--- src/rtl/psram_arbiter.sv ---
// Round-robin arbiter sharing one psram controller among several clients.
// One command is in flight at a time; read data is routed back to its owner.
module psram_arbiter #(
  parameter int NUM_CLIENTS  = 4,
  parameter int ADDRESS_BITS = 23,
  parameter int DATA_BITS    = 16,
  parameter int RD_LATENCY   = 3
) (
  input  logic                              clk,
  input  logic                              reset,
  input  logic [NUM_CLIENTS-1:0]            req,
  input  logic [NUM_CLIENTS-1:0]            we,
  input  logic [NUM_CLIENTS*ADDRESS_BITS-1:0] addr,
  input  logic [NUM_CLIENTS*DATA_BITS-1:0]  wdata,
  output logic [NUM_CLIENTS-1:0]            gnt,
  output logic [DATA_BITS-1:0]              rdata,
  output logic [NUM_CLIENTS-1:0]            rdata_valid,
  output logic [ADDRESS_BITS-1:0]           psram_rd_address,
  output logic                              psram_rd_en,
  input  logic                              psram_rd_ack,
  input  logic [DATA_BITS-1:0]              psram_rd_data,
  output logic [ADDRESS_BITS-1:0]           psram_wr_address,
  output logic                              psram_wr_en,
  output logic [DATA_BITS-1:0]              psram_wr_data,
  input  logic                              psram_wr_ack
);

  localparam int CW = (NUM_CLIENTS > 1) ? $clog2(NUM_CLIENTS) : 1;
  localparam int LW = $clog2(RD_LATENCY + 1);

  typedef enum logic [1:0] {
    IDLE,
    ISSUE,
    WAIT_RD
  } state_t;

  state_t                  state;
  logic [CW-1:0]           ptr;
  logic [CW-1:0]           owner;
  logic [LW-1:0]           cnt;
  logic                    cmd_we;
  logic [ADDRESS_BITS-1:0] cmd_addr;
  logic [DATA_BITS-1:0]    cmd_wdata;

  logic                    found;
  logic [CW-1:0]           win;
  logic [CW-1:0]           idx;
  logic                    sel_we;
  logic [ADDRESS_BITS-1:0] sel_addr;
  logic [DATA_BITS-1:0]    sel_wdata;

  // First requester strictly after the last winner, wrapping around.
  always_comb begin
    found = 1'b0;
    win   = '0;
    idx   = '0;
    for (int k = 1; k <= NUM_CLIENTS; k++) begin
      idx = CW'((int'(ptr) + k) % NUM_CLIENTS);
      if (!found && req[idx]) begin
        found = 1'b1;
        win   = idx;
      end
    end
  end

  always_comb begin
    sel_we    = 1'b0;
    sel_addr  = '0;
    sel_wdata = '0;
    for (int i = 0; i < NUM_CLIENTS; i++) begin
      if (CW'(i) == win) begin
        sel_we    = we[i];
        sel_addr  = addr[i*ADDRESS_BITS +: ADDRESS_BITS];
        sel_wdata = wdata[i*DATA_BITS +: DATA_BITS];
      end
    end
  end

  assign psram_rd_address = cmd_addr;
  assign psram_wr_address = cmd_addr;
  assign psram_wr_data    = cmd_wdata;

  always_ff @(posedge clk) begin
    if (reset) begin
      state       <= IDLE;
      ptr         <= CW'(NUM_CLIENTS - 1);
      owner       <= '0;
      cnt         <= '0;
      cmd_we      <= 1'b0;
      cmd_addr    <= '0;
      cmd_wdata   <= '0;
      gnt         <= '0;
      rdata       <= '0;
      rdata_valid <= '0;
      psram_rd_en <= 1'b0;
      psram_wr_en <= 1'b0;
    end else begin
      gnt         <= '0;
      rdata_valid <= '0;
      unique case (state)
        IDLE: begin
          if (found) begin
            owner       <= win;
            ptr         <= win;
            cmd_we      <= sel_we;
            cmd_addr    <= sel_addr;
            cmd_wdata   <= sel_wdata;
            gnt         <= NUM_CLIENTS'(1) << win;
            psram_rd_en <= ~sel_we;
            psram_wr_en <= sel_we;
            state       <= ISSUE;
          end
        end
        ISSUE: begin
          if (cmd_we && psram_wr_ack) begin
            psram_wr_en <= 1'b0;
            state       <= IDLE;
          end else if (!cmd_we && psram_rd_ack) begin
            psram_rd_en <= 1'b0;
            cnt         <= LW'(1);
            state       <= WAIT_RD;
          end
        end
        WAIT_RD: begin
          if (cnt == LW'(RD_LATENCY)) begin
            rdata       <= psram_rd_data;
            rdata_valid <= NUM_CLIENTS'(1) << owner;
            state       <= IDLE;
          end else begin
            cnt <= cnt + LW'(1);
          end
        end
        default: state <= IDLE;
      endcase
    end
  end

endmodule

--- config.mk ---
export PLATFORM = sky130hd
export DESIGN_NAME = psram_arbiter
export DESIGN_NICKNAME = d
export VERILOG_FILES = /design/src/rtl/psram_arbiter.sv
export SDC_FILE = /design/constraint.sdc
export NUM_CORES = 1
export LEC_CHECK = 0
export ABC_CLOCK_PERIOD_IN_PS = 1900
export BUFFER_PORTS_ARGS = -buffer_cell sky130_fd_sc_hd__buf_4
export CAP_MARGIN = 20
export CORE_MARGIN = 5
export CORE_UTILIZATION = 30
export CTS_BUF_LIST = sky130_fd_sc_hd__clkbuf_4
export DETAILED_ROUTE_END_ITERATION = 8
export PLACE_DENSITY_LB_ADDON = 0.05
export RECOVER_POWER = 100
export SYNTH_ARGS = -nofsm -noshare
export SYNTH_HDL_FRONTEND = slang
export SYNTH_SLANG_ARGS = --single-unit
--- constraint.sdc ---
create_clock -name clk -period 1.9 [get_ports clk]
set_input_delay 0.095 -clock clk [delete_from_list [all_inputs] [get_ports clk]]
set_output_delay 0.095 -clock clk [all_outputs]
set_load 0.01 [all_outputs]
# Word-level counts from Yosys, hierarchy flattened
# Index checks and enable logic that the tools add are counted.
# Widths: inputs -> output; s select.
[op_classes] n_reduce_logical=21 n_mux=44 magnitude_cmp=4 n_eq_ne=13 n_bitwise=5 add_sub_neg=5 shifts=2
[ops] op="$mux 23" n=4
[ops] op="$mux 16" n=4
[ops] op="$mux 2" n=11
[ops] op="$mux 1" n=17
[ops] op="$lt 2x3->1 const B" n=4
[ops] op="$ne 2x2->1 const B" n=6
[ops] op="$bmux 1 s2" n=4
[ops] op="$reduce_and 4->1" n=2
[ops] op="$shl 1x2->4 const A" n=2
[ops] op="$add 2x1->2 const B" n=3
[ops] op="$pmux 2 s3" n=1
[ops] op="$reduce_and 3->1" n=2
[ops] op="$reduce_or 3->1" n=2
[ops] op="$logic_and 1x1->1" n=5
[ops] op="$not 1->1" n=5
[ops] op="$add 2x2->2 const B" n=2
[ops] op="$eq 2x2->1 const A" n=2
[ops] op="$eq 2x2->1 const B" n=2
[ops] op="$logic_not 1->1" n=4
[ops] op="$logic_not 2->1" n=2
[ops] op="$pmux 1 s2" n=2
[ops] op="$pmux 2 s2" n=1
[ops] op="$reduce_and 2->1" n=2
[ops] op="$reduce_bool 2->1" n=2
[ops] op="other kinds (3)" n=3
[totals] out_inout_bits=88 word_cells=106 inputBits=184 reg_bits=74

# Depth between registers and ports, before layout
[logic_depth] depth_word=21 mapped_depth=8 depth_no_buf=5

# Worst setup path after synthesis
# Ideal clock, no wire load.
[synth_path] path_kind="register to register" startpoint="register ptr[1]" endpoint="register cmd_we" stages_incl_launch_ff=8 required_ns=1.768 n_path_buf=2 setup_slack_ns=0.226 synth_period_minus_slack_ns=1.674 setup_ns=0.132 t_arrival_ns=1.542 path_cell_list="dfxtp_1 -> buf_6 -> nand2_1 -> a21oi_1 -> or3b_1 -> buf_6 -> a211oi_2 -> o32ai_1"
[synth_between] elab_chain_len=18 word_cells_on_any_way=35 classes_between="add/sub (4); eq/ne (3); mux (20); reduce/logical (8)"
[synth_lines] item="start, declared" line="38" text="logic [CW-1:0] ptr;"
[synth_lines] item="start signal, assigned" line="86" text="ptr <= CW'(NUM_CLIENTS - 1);"
[synth_lines] item="start signal, assigned" line="104" text="ptr <= win;"
[synth_lines] item="$add 2x1->2" line="58" text="idx = CW'((int'(ptr) + k) % NUM_CLIENTS);"
[synth_lines] item="$bmux 1 s2" line="59" text="if (!found && req[idx]) begin"
[synth_lines] item="$mux 1 (implied by the code)" line="59"
[synth_lines] item="$mux 1" line="59"
[synth_lines] item="$logic_not 1->1" line="59"
[synth_lines] item="$logic_and 1x1->1" line="59"
[synth_lines] item="$mux 1" line="59"
[synth_lines] item="$logic_not 1->1" line="59"
[synth_lines] item="$logic_and 1x1->1" line="59"
[synth_lines] item="$mux 1" line="59"
[synth_lines] item="$logic_not 1->1" line="59"
[synth_lines] item="$logic_and 1x1->1" line="59"
[synth_lines] item="$mux 2" line="59"
[synth_lines] item="$logic_not 2->1" line="71" text="if (CW'(i) == win) begin"
[synth_lines] item="$mux 1 (4 in a row)" line="71"
[synth_lines] item="end signal, assigned" line="105" text="cmd_we <= sel_we;"
[synth_lines] item="end, declared" line="41" text="logic cmd_we;"
# Parallel ways exist; a longest one is shown, timed or not. The select of a mux whose other input is x is not followed.
# A chain may end at the register's enable or synchronous reset.

# Worst setup path after layout
[layout_path] startpoint="register ptr[1]" endpoint="register psram_wr_en"
[layout_between] elab_chain_len=20 word_cells_on_any_way=38 classes_between="add/sub (4); eq/ne (4); mux (22); reduce/logical (8)"
[layout_lines] item="$add 2x1->2" line="58"
[layout_lines] item="$bmux 1 s2" line="59"
[layout_lines] item="$mux 1 (implied by the code)" line="59"
[layout_lines] item="$mux 1" line="59"
[layout_lines] item="$logic_not 1->1" line="59"
[layout_lines] item="$logic_and 1x1->1" line="59"
[layout_lines] item="$mux 1" line="59"
[layout_lines] item="$logic_not 1->1" line="59"
[layout_lines] item="$logic_and 1x1->1" line="59"
[layout_lines] item="$mux 1" line="59"
[layout_lines] item="$logic_not 1->1" line="59"
[layout_lines] item="$logic_and 1x1->1" line="59"
[layout_lines] item="$mux 2" line="59"
[layout_lines] item="$logic_not 2->1" line="71"
[layout_lines] item="$mux 1 (4 in a row)" line="71"
[layout_lines] item="$mux 1" line="102" text="if (found) begin"
[layout_lines] item="$pmux 1 s2" line="100" text="unique case (state)"
[layout_lines] item="end signal, assigned" line="110" text="psram_wr_en <= sel_we;"
[layout_lines] item="end, declared" line="23" text="output logic psram_wr_en,"
# Parallel ways exist; a longest one is shown, timed or not. The select of a mux whose other input is x is not followed.

==> key figures <==
Outcome
  • Status: finished, final reports clean

Final layout
  • Synth-to-layout area growth: 72.5%
  • Post-Layout Inst Area: 7150 um^2
  • Layout Utilization: 52.1%
  • Share of cells above drive strength 1: 29.3%
  • Most frequent cells in the layout: buf_4 (195), a21oi_1 (116), dlygate4sd3_1 (101)
  • Final-stage net count: 1024
  • Fin cells: 1026
  • Commonest non-fill, non-tap cell in the layout: buf_4

Timing
  • Worst clock skew: 0.0106 ns
  • WHS: 0.0429 ns
  • Max-slew violation count: 0
  • Peak Freq: 558 MHz
  • Setup TNS: 0 ns
  • Worst slew margin: 66.8%
  • # setup viols final: 0
  • Fin crit period: 1.79 ns
  • Worst Tran Pin Value: 0.494 ns
  • Setup slack after layout: 0.109 ns
  • Unrepaired setup endpoints after global routing: true
  • Final hold vios: 0
  • Fin crit share: 94.2%

Power and ir drop
  • Peak supply drop: 0.393 mV
  • Leak Pwr: 3.00 nW
  • Pwr Total: 5.30 mW
  • Pwr per Cell Area: 741 nW/um^2

CTS
  • Root buffer cell: clkbuf_4
  • Clk slew on worst S/H paths: 0.13 ns
  • Worst-Skew Late Latency: 0.42 ns
  • TritonCTS buffer count: 9
  • Clock Sinks: 74
  • TritonCTS clock tree: built
  • CTS Buffer Depth: 2
  • Htree depth: 3
  • Post CTS Setup Buffer Count: 0

Synthesis
  • Syn Std Cell Area: 4140 um^2
  • Syn_area_per_cell: 8.35 um^2
  • Synth Register Bits: 74
  • Syn. warnings: 0
  • Sequential share of the synthesized area: 35.7%
  • Leading area contributor after synthesis: dfxtp_1
  • Synth Instances: 496
  • Post-synth net total: 681
  • Synth area leaders: dfxtp_1 (36%), a21oi_1 (14%), mux2i_1 (7.5%)
  • Dominant synthesized flop cell: dfxtp_1
  • Post-synth EDFFs: 0
  • Yosys cell types: 48
  • Asr flop ratio synth: 0%
  • Share of the synthesized area in the top cell type: 35.7%

Die
  • Initial core utilization: 30.2%
  • DIE WIDTH: 128 um
  • Die height: 128 um
  • Floorplan row count: 43
  • Core footprint: 13700 um^2
  • Die ar.: 16300 um^2
  • Top-Level Pins: 272

Critical path
  • Crit path kind: reg -> reg
  • Worst Path Max Fanout: 7
  • Arr. time, crit path: 2.15 ns
  • Req. time, crit path: 2.26 ns
  • Nature of the critical path startpoint: flip-flop
  • R2R depth: 7
  • Critical Path Sink Type: flip-flop

Global routing
  • Initial antenna violation count: 1
  • Total gr overflow: 0
  • Vias in the first global route: 5207
  • Total track usage: 20.0%
  • First-pass GRT wire length: 26200 um
  • Pin count of the biggest net entering global routing: 36

Place
  • Area after DPL: 6280 um^2
  • Count of input and output buffers: 271
  • Placer Congestion: 0.827
  • Pre-CTS setup slack: 0.0694 ns
  • Dpl hpwl: 12400 um
  • Cells after DPL: 907

Drt
  • Via count: 5057
  • Vias per inst: 4.93
  • Detailed-route DRC error count: 0
  • Final antenna-violating net count: 0
  • Drt wl/cell: 16.6 um
  • DR iter-0 viols: 212
  • First drt pass iteration count: 4
  • WL final: 17000 um

Worst hold path
  • Worst hold path cell count: 4
  • Hold WC Path Type: in -> reg

Run
  • Max Cap Viol: 0
## metal layers
| metal | routed length (um) | up-vias | track usage, % |
|---|---|---|---|
| met5 | 0 | - | 0 |
| met3 | 1420 | 29 | 6.40 |
| met4 | 424 | 0 | 7.13 |
| met2 | 8320 | 205 | 34.7 |
| li1 | - | 2495 | - |
| met1 | 6820 | 2328 | 23.1 |
## critical path: stages, from the launching register on
cell      delay [ns]
dfxtp_1         0.40
buf_4           0.19
a21oi_1         0.09
o211ai_1        0.25
clkbuf_1        0.20
o21ai_1         0.09
or3_1           0.37
o22ai_1         0.13
## cell usage after synthesis (3+ instances only)
library cell,number
a21oi_1,117
a221oi_1,8
a2bb2oi_1,31
a311oi_2,7
buf_2,11
buf_4,24
buf_6,5
clkbuf_1,20
dfxtp_1,74
inv_1,3
mux2i_1,31
nand2_1,42
nand2b_1,3
nand3_1,11
nand3_2,7
nor2_1,22
nor2b_1,5
nor3_1,5
o21ai_0,33
o21ai_1,4
## where the power goes
part	internal (mW)	switching, mW	total (mW)
registers	1.75	0.179	1.93
clock network	0.685	0.602	1.29
logic	1.01	1.07	2.08
## flip-flops by register name, summed over array words and instances (netlist names)
register          flops
owner                 2
cnt                   2
state                 2
psram_rd_en           1
cmd_we                1
rdata_valid           4
ptr                   2
psram_rd_address     23
rdata                16
psram_wr_data        16
gnt                   4
psram_wr_en           1
## worst paths after layout
check,startpoint,end,slack (ns)
max,ptr[1],psram_wr_en,0.11
min,wdata[51],psram_wr_data[3],0.04
max reg2reg,ptr[1],psram_wr_en,0.11
min reg2reg,rdata[1],rdata[1],0.46
## area by class of cell
type | count | area (um^2)
fill | 1340 | 6570
timing repair buffer | 393 | 2930
multi-input combinational | 358 | 2300
sequential | 74 | 1480
tap | 180 | 225
clock inverter | 6 | 115
clock buffer | 10 | 75.1
inverter | 3 | 11.3
antenna | 2 | 5.00
## cell families after synthesis
group | after synthesis | share of synthesized area [%]
mux | 31 | 7.49
buf+inv | 64 | 9.48
fa+ha+maj | 1 | 0.302
flops | 74 | 35.7
compound gates | 217 | 33.3
simple gates | 109 | 13.7
## repair_timing
action	4_1_cts	5_1_grt
hold endpoints to repair	62	0
hold buffers	101	0
resized for setup	0	3
endpoints found under the setup margin	0	30
(Power assumes the default switching activity.)
